--- src/rtl/ls_pkg.sv ---
// rtl/ls_pkg.sv - shared state, size codes and opcode layout for the load/store sequencer
package ls_pkg;

    typedef enum logic [2:0] {
        S_IDLE,
        S_READ,
        S_WAIT,
        S_WRITE,
        S_DONE
    } state_t;

    localparam logic [1:0] SZ_ILLEGAL = 2'b00;
    localparam logic [1:0] SZ_BYTE    = 2'b01;
    localparam logic [1:0] SZ_HALF    = 2'b10;
    localparam logic [1:0] SZ_WORD    = 2'b11;

    localparam int OP_STORE_BIT = 2;
    localparam int OP_SIZE_HI   = 1;
    localparam int OP_SIZE_LO   = 0;

    // Illegal size or an access not aligned to its own size.
    function automatic logic op_bad(input logic [1:0] size, input logic [1:0] lane);
        return (size == SZ_ILLEGAL)
            || (size == SZ_HALF && lane[0])
            || (size == SZ_WORD && lane != 2'b00);
    endfunction

endpackage

--- src/rtl/ls_lane_unit.sv ---
// rtl/ls_lane_unit.sv - little-endian byte/half lane merge and extract
module ls_lane_unit
    import ls_pkg::*;
(
    input  logic [1:0]  size,
    input  logic        sign_ext,
    input  logic [1:0]  lane,
    input  logic [31:0] rdata,
    input  logic [15:0] wsrc,
    output logic [31:0] merged,
    output logic [31:0] extracted
);

    logic [7:0]  bsel;
    logic [15:0] hsel;

    always_comb begin
        merged    = rdata;
        extracted = rdata;
        bsel      = rdata[{lane, 3'b000} +: 8];
        hsel      = rdata[{lane[1], 4'b0000} +: 16];
        case (size)
            SZ_BYTE: begin
                merged[{lane, 3'b000} +: 8] = wsrc[7:0];
                extracted = {{24{sign_ext & bsel[7]}}, bsel};
            end
            SZ_HALF: begin
                merged[{lane[1], 4'b0000} +: 16] = wsrc;
                extracted = {{16{sign_ext & hsel[15]}}, hsel};
            end
            default: ;
        endcase
    end

endmodule

--- src/rtl/load_store_sequencer.sv ---
// rtl/load_store_sequencer.sv - single-request load/store FSM with read-modify-write for sub-word stores
module load_store_sequencer
    import ls_pkg::*;
#(
    parameter int MEM_LAT = 1
) (
    input  logic        clock,
    input  logic        reset,
    input  logic        start,
    input  logic [2:0]  op,
    input  logic        sign_ext,
    input  logic [31:0] addr,
    input  logic [31:0] store_data,
    input  logic [31:0] mem_rdata,
    output logic [31:0] mem_addr,
    output logic        mem_wr,
    output logic [31:0] mem_wdata,
    output logic [31:0] load_data,
    output logic        busy,
    output logic        done,
    output logic        err
);

    state_t      state, state_nx;
    logic [2:0]  cnt;
    logic        is_store_r, sext_r, err_r;
    logic [1:0]  size_r, lane_r;
    logic [15:0] sdata_r;
    logic [31:0] merged, extracted;

    logic [1:0] size_in;
    logic       store_in, bad_in;

    assign size_in  = op[OP_SIZE_HI:OP_SIZE_LO];
    assign store_in = op[OP_STORE_BIT];
    assign bad_in   = op_bad(size_in, addr[1:0]);

    ls_lane_unit u_lane (
        .size      (size_r),
        .sign_ext  (sext_r),
        .lane      (lane_r),
        .rdata     (mem_rdata),
        .wsrc      (sdata_r),
        .merged    (merged),
        .extracted (extracted)
    );

    always_comb begin
        state_nx = state;
        case (state)
            S_IDLE: begin
                if (start) begin
                    if (bad_in)
                        state_nx = S_DONE;
                    else if (store_in && size_in == SZ_WORD)
                        state_nx = S_WRITE;
                    else
                        state_nx = S_READ;
                end
            end
            S_READ:  state_nx = S_WAIT;
            S_WAIT:  if (cnt == 3'd0) state_nx = is_store_r ? S_WRITE : S_DONE;
            S_WRITE: state_nx = S_DONE;
            S_DONE:  state_nx = S_IDLE;
            default: state_nx = S_IDLE;
        endcase
    end

    // Outputs below are pure state decodes; data outputs come from registers.
    assign busy   = (state != S_IDLE);
    assign mem_wr = (state == S_WRITE);
    assign done   = (state == S_DONE);
    assign err    = done & err_r;

    always_ff @(posedge clock) begin
        if (reset) begin
            state      <= S_IDLE;
            cnt        <= 3'd0;
            is_store_r <= 1'b0;
            sext_r     <= 1'b0;
            err_r      <= 1'b0;
            size_r     <= SZ_ILLEGAL;
            lane_r     <= 2'b00;
            sdata_r    <= 16'd0;
            mem_addr   <= 32'd0;
            mem_wdata  <= 32'd0;
            load_data  <= 32'd0;
        end else begin
            state <= state_nx;
            case (state)
                S_IDLE: begin
                    if (start) begin
                        is_store_r <= store_in;
                        size_r     <= size_in;
                        sext_r     <= sign_ext;
                        lane_r     <= addr[1:0];
                        sdata_r    <= store_data[15:0];
                        err_r      <= bad_in;
                        mem_addr   <= {addr[31:2], 2'b00};
                        if (store_in && size_in == SZ_WORD)
                            mem_wdata <= store_data;
                    end
                end
                S_READ: cnt <= 3'(MEM_LAT - 1);
                S_WAIT: begin
                    if (cnt == 3'd0) begin
                        if (is_store_r)
                            mem_wdata <= merged;
                        else
                            load_data <= extracted;
                    end else begin
                        cnt <= cnt - 3'd1;
                    end
                end
                default: ;
            endcase
        end
    end

endmodule

--- config.mk ---
export PLATFORM = sky130hd
export DESIGN_NAME = load_store_sequencer
export DESIGN_NICKNAME = d
export VERILOG_FILES = /design/src/rtl/ls_pkg.sv /design/src/rtl/ls_lane_unit.sv /design/src/rtl/load_store_sequencer.sv
export SDC_FILE = /design/constraint.sdc
export NUM_CORES = 1
export LEC_CHECK = 0
export ABC_CLOCK_PERIOD_IN_PS = 7300
export CAP_MARGIN = 15
export CORE_MARGIN = 2
export CORE_UTILIZATION = 51
export CTS_CLUSTER_DIAMETER = 80
export DETAILED_ROUTE_END_ITERATION = 6
export PLACE_DENSITY = 0.86
export SYNTH_ARGS = -nofsm -noshare
export SYNTH_HDL_FRONTEND = slang
export SYNTH_HIERARCHICAL = 1
export SYNTH_SLANG_ARGS = --single-unit
--- constraint.sdc ---
create_clock -name clock -period 7.3 [get_ports clock]
set_input_delay 1.46 -clock clock [delete_from_list [all_inputs] [get_ports clock]]
set_output_delay 1.46 -clock clock [all_outputs]
set_load 0.1 [all_outputs]
# After elaboration in Yosys (flattened, before gate mapping)
# Index checks and enable logic that the tools add are counted.
# Widths: inputs -> output; s select.
[word_totals]
word_cells = 71
in_bits = 103
out_inout_bits = 100
register_bits = 123
[classes]
n_eq_ne = 13
n_bitwise = 4
n_reduce_logical = 17
n_addsub = 3
shifts = 6
muxes = 17
[ops]
columns = ["operator", "count"]
rows = [
  ["$pmux 32 s2", 3],
  ["$mux 32", 4],
  ["$bwmux 32", 2],
  ["$shift 16x7->32 const A", 1],
  ["$shift 8x7->32 const A", 1],
  ["$shiftx 16x7->32", 1],
  ["$shiftx 32x6->16", 1],
  ["$shiftx 32x6->8", 1],
  ["$shiftx 8x7->32", 1],
  ["$mux 3", 5],
  ["$neg 5->7", 2],
  ["$pmux 3 s4", 1],
  ["$ne 2x2->1 const B", 5],
  ["$eq 2x2->1 const B", 3],
  ["$eq 3x2->1 const B", 2],
  ["$logic_not 3->1", 2],
  ["$pmux 3 s2", 1],
  ["$reduce_and 2->1", 3],
  ["$reduce_bool 2->1", 3],
  ["$reduce_and 5->1", 1],
  ["$and 1x1->1", 3],
  ["$eq 3x1->1 const B", 1],
  ["$eq 3x3->1 const B", 1],
  ["$logic_and 1x1->1", 3],
  ["other kinds (8)", 9],
]

# Logic depth before layout (Yosys ltp)
[logic_depth]
word_depth = 7
depth_mapped = 10
depth_no_buf = 8

# By module
# Netlist, hierarchy kept.
[modules_own_cells]
columns = ["module", "cells_per_inst", "area_each_um2", "instances", "seq_area_each_um2"]
rows = [
  ["load_store_sequencer", 571, 4814.6, 1, 2462.4],
  ["ls_lane_unit", 281, 1885.6, 1, 0.0],
]

# Worst setup path after synthesis
# OpenSTA, ideal clock, no wires.
[synth_path]
path_kind = "reg2out"
start = "register state[0]"
end = "output err"
n_path_buf = 1
required_ps = 5840
path_slack_ps = 2046
t_arrival_ps = 3794
path_stages_with_launch = 4
cell_sequence = "dfxtp_1 -> clkbuf_1 -> nor3b_1 -> and2_1"
[synth_between]
elab_chain_cells = 2
[synth_lines]
columns = ["item", "line_no", "source"]
rows = [
  ["start: declaration", "load_store_sequencer.sv:24", "state_t state, state_nx;"],
  ["start signal: assignment", "load_store_sequencer.sv:89", "state <= state_nx;"],
  ["$eq 3x3->1", "load_store_sequencer.sv:72", "assign done = (state == S_DONE);"],
  ["named net done", "load_store_sequencer.sv:20", "output logic done,"],
  ["$and 1x1->1", "load_store_sequencer.sv:73", "assign err = done & err_r;"],
  ["end: declaration", "load_store_sequencer.sv:21", "output logic err"],
]
# The timed path passes the listed nets, and every way through them passes these cells.

# Worst setup path after layout
[layout_path]
start = "register state[2]"
end = "output err"
[layout_between]
elab_chain_cells = 2
[layout_lines]
columns = ["item", "line_no"]
rows = [
  ["$eq 3x3->1", "load_store_sequencer.sv:72"],
  ["$and 1x1->1", "load_store_sequencer.sv:73"],
]
# Every way passes these cells.

==> flow_summary_export.csv <==
group,metric,value,unit
setup_path,crit_chain,"nor3b_1 > and2_1 > clkdlybuf4s50_1",
sta,max_slew_margin,21.8,%
global_route,antenna_found_initial,0,
place,gp_congestion,0.939,
final_layout,antenna_cells,0,
clock_tree,cts_hold_buf,0,
setup_path,path_delay_family,"buffers and inverters",
sta,maxSlewViolCount,0,
drt,vias_per_cell,5.74,
global_route,grt_usage,29.5,%
pwr,power.leakage,3.30,nW
clock_tree,cts_root_buf,"clkbuf_16",
clock_tree,clk_pin_slew,0.06,ns
sta,skew,0.00578,ns
synth,yosys_warnings,6,
drt,vias,6865,
sta,setup_tns,0,ns
synth,synthCells,852,
setup_path,worstSetupPathType,"reg -> out",
setup_path,cpMaxStageDelayCell,"clkdlybuf4s50_1",
setup_path,rr_worst_depth,9,
final_layout,syn2layout_area_growth,37.4,%
clock_tree,postCtsSetupRepairBufs,0,
sta,grt_setup_unrepaired,"no",
floorplan,core,0.0127,mm2
run_status,violations,"design-rule violations",
setup_path,cpPeakStageDelay,1.14,ns
setup_path,required,5.84,ns
setup_path,critPathBufInv,1,
clock_tree,cts_made_buffers,17,
sta,hold_viol_final,0,
place,dpl.hpwl,14200,um
sta,whs,0.451,ns
sta,setup_ws,3.15,ns
drt,post_drt_wl_per_cell,17.4,um
clock_tree,htreeDepth,4,
global_route,overflow,0,
global_route,grt_pass1_wl,33400,um
final_layout,nFillCells,1020,
clock_tree,worst_skew_pair.late_latency,0.42,ns
clock_tree,cts_tree,"built",
drt,drc,13,
pwr,powerDensity,235,mW/mm2
synth,synth_area,0.00670,mm2
place,numPortBuffers,200,
setup_path,path_max_fanout,10,
floorplan,die_w,119,um
hold_path,min_delay_path_depth,2,
setup_path,crit_cells,3,
final_layout,layout-drive-gt1-share,7.23,%
sta,fmax,241,MHz
sta,setup_violations,0,
clock_tree,cts_resized,0,
floorplan,die_h,119,um
synth,ys_types,55,
sta,fin_crit_sh,56.8,%
drt,detail-route-antenna-nets,0,
global_route,grt_max_degree,76,
final_layout,nets,1122,
hold_path,min_path_type,"reg -> reg",
drt,finalWirelength,20800,um
floorplan,fp.dieArea,0.0141,mm2
place,pre_cts_ws,3.62,ns
pwr,ir_drop,0.177,mV
synth,ys_seq_area_share,36.8,%
floorplan,row_count,41,
setup_path,start_kind,"flip-flop",
clock_tree,cts_sinks,123,
job,cap_violations,0,
pwr,power,2.16,mW
floorplan,initial_core_util,52.7,%
synth,synth_seq_cells,123,
sta,post-route-min-period,4.15,ns
setup_path,endpoint_kind,"primary output",
synth,avgSynthCellArea,7.86,um2
clock_tree,max-clock-path-buffers,2,
run_status,outcome,"complete, but fails checks",
sta,tightest_slew,1.17,ns
setup_path,crit_arrival,2.69,ns
drt,firstDrtPassIters,7,
drt,drt_iter0_markers,896,
floorplan,num_io_pins,203,
global_route,grt_pass1_vias,6627,
## synthesized netlist by cell type (all sizes together)
master / n / share of area (%)
a21oi: 109 / 8.1
nor3: 3 / 0.22
a211oi: 33 / 4.3
inv: 26 / 1.5
conb: 1 / 0.056
and3: 2 / 0.19
o22a: 1 / 0.15
o31ai: 1 / 0.11
or4: 1 / 0.11
a22o: 6 / 0.78
clkbuf: 37 / 2.5
nor3b: 5 / 0.63
o21ba: 1 / 0.15
o2bb2ai: 8 / 1.0
o211ai: 12 / 1.3
nor2: 46 / 2.6
o21ai: 12 / 0.90
mux2i: 57 / 8.6
a21o: 5 / 0.58
o221ai: 6 / 1.3
or4b: 1 / 0.15
a211o: 1 / 0.13
nand3b: 6 / 0.73
a41oi: 2 / 0.26
a32o: 1 / 0.15
a222oi: 9 / 1.3
nand2: 234 / 13
dfxtp: 123 / 37
ha: 9 / 1.7
buf: 32 / 3.2
nor4: 4 / 0.92
nand2b: 4 / 0.37
o32a: 1 / 0.15
nor4b: 1 / 0.35
nor2b: 10 / 0.93
a22oi: 2 / 0.22
and2: 3 / 0.28
mux2: 10 / 1.7
o22ai: 4 / 0.37
nand3: 16 / 1.2
a32oi: 7 / 0.92
## worst register-to-register path: stages (launching register included)
cell	delay, ns
dfxtp_2	0.30
buf_4	0.57
inv_1	0.31
ha_1	0.47
nand3b_1	0.27
nor4_2	0.53
nand3_1	0.17
o211ai_1	0.19
mux2i_1	0.15
a211oi_1	0.24
## per-layer routing
layer	wire length (um)	vias to the layer above	part of all wire (%)	GRT usage [%]
met5	0	-	0	0
met2	9780	347	47	48.0
li1	-	3284	-	-
met4	789	0	3.8	15.1
met1	8380	3169	40	35.3
met3	1840	65	8.8	8.35
## layout make-up
cell class                 instances  area (um2)  area share, %
tap                              172         215           2.34
timing repair buffer             207        2060           22.4
multi-input combinational        635        3780           41.0
sequential                       123        2460           26.8
clock buffer                      24         482           5.23
clock inverter                     8         115           1.25
inverter                          26        97.6           1.06
## power by group
part	switching [mW]	leakage (nW)	internal (mW)	total, mW
clock	0.293	0.298	0.561	0.854
combinational	0.390	2.00	0.184	0.575
sequential	0.0294	1.00	0.707	0.736
## final timing paths
check,to,start,slack (ns)
worst min register to register,mem_addr[2],mem_addr[2],0.45
worst max register to register,mem_wdata[28],lane_r[1],4.03
worst min-delay path,mem_addr[2],mem_addr[2],0.45
worst max-delay path,err,state[2],3.15
## kinds of logic (layout without fill, tap and decap cells)
group	Yosys count	count (layout)	share of synthesized area, %
AO/OA/AOI/OAI	221	221	22.4
adder cells (fa/ha/maj)	9	9	1.68
buffers and inverters	95	265	7.10
flip-flops	123	123	36.8
multiplexers	67	67	10.3
other	1	2	0.0560
AND/OR/NAND/NOR	336	336	21.8
## stage by stage
stage | std cells | area, um2 | util [%]
after floorplan | 853 | 6700 | -
after global placement | 1162 | 8600 | 67.6
after detailed placement | 1163 | 8610 | 67.7
after CTS | 1195 | 9210 | 72.4
after global routing | 1195 | 9210 | 72.4
final | 1195 | 9210 | 72.4
## cells in the final DEF, fill, tap and decap left out, types with 7 or more instances in the layout
cell             instances
a32oi_1                  7
a21oi_1                109
ha_1                     9
clkdlybuf4s50_1        199
a222oi_1                 9
mux2i_1                 56
nand2_1                233
a211oi_1                25
nand3_1                 16
dfxtp_1                122
nor2_1                  46
inv_1                   25
nor2b_1                 10
a211oi_2                 8
clkbuf_16               17
o2bb2ai_1                8
o211ai_1                12
buf_4                    7
mux2_2                  10
## flip-flops by register name (all words and copies together) (netlist names)
register	count
is_store_r	1
mem_wdata	32
mem_addr	30
cnt	3
state	3
load_data	32
sext_r	1
err_r	1
sdata_r	16
lane_r	2
size_r	2
No activity file was read; power rests on OpenSTA's default activity.
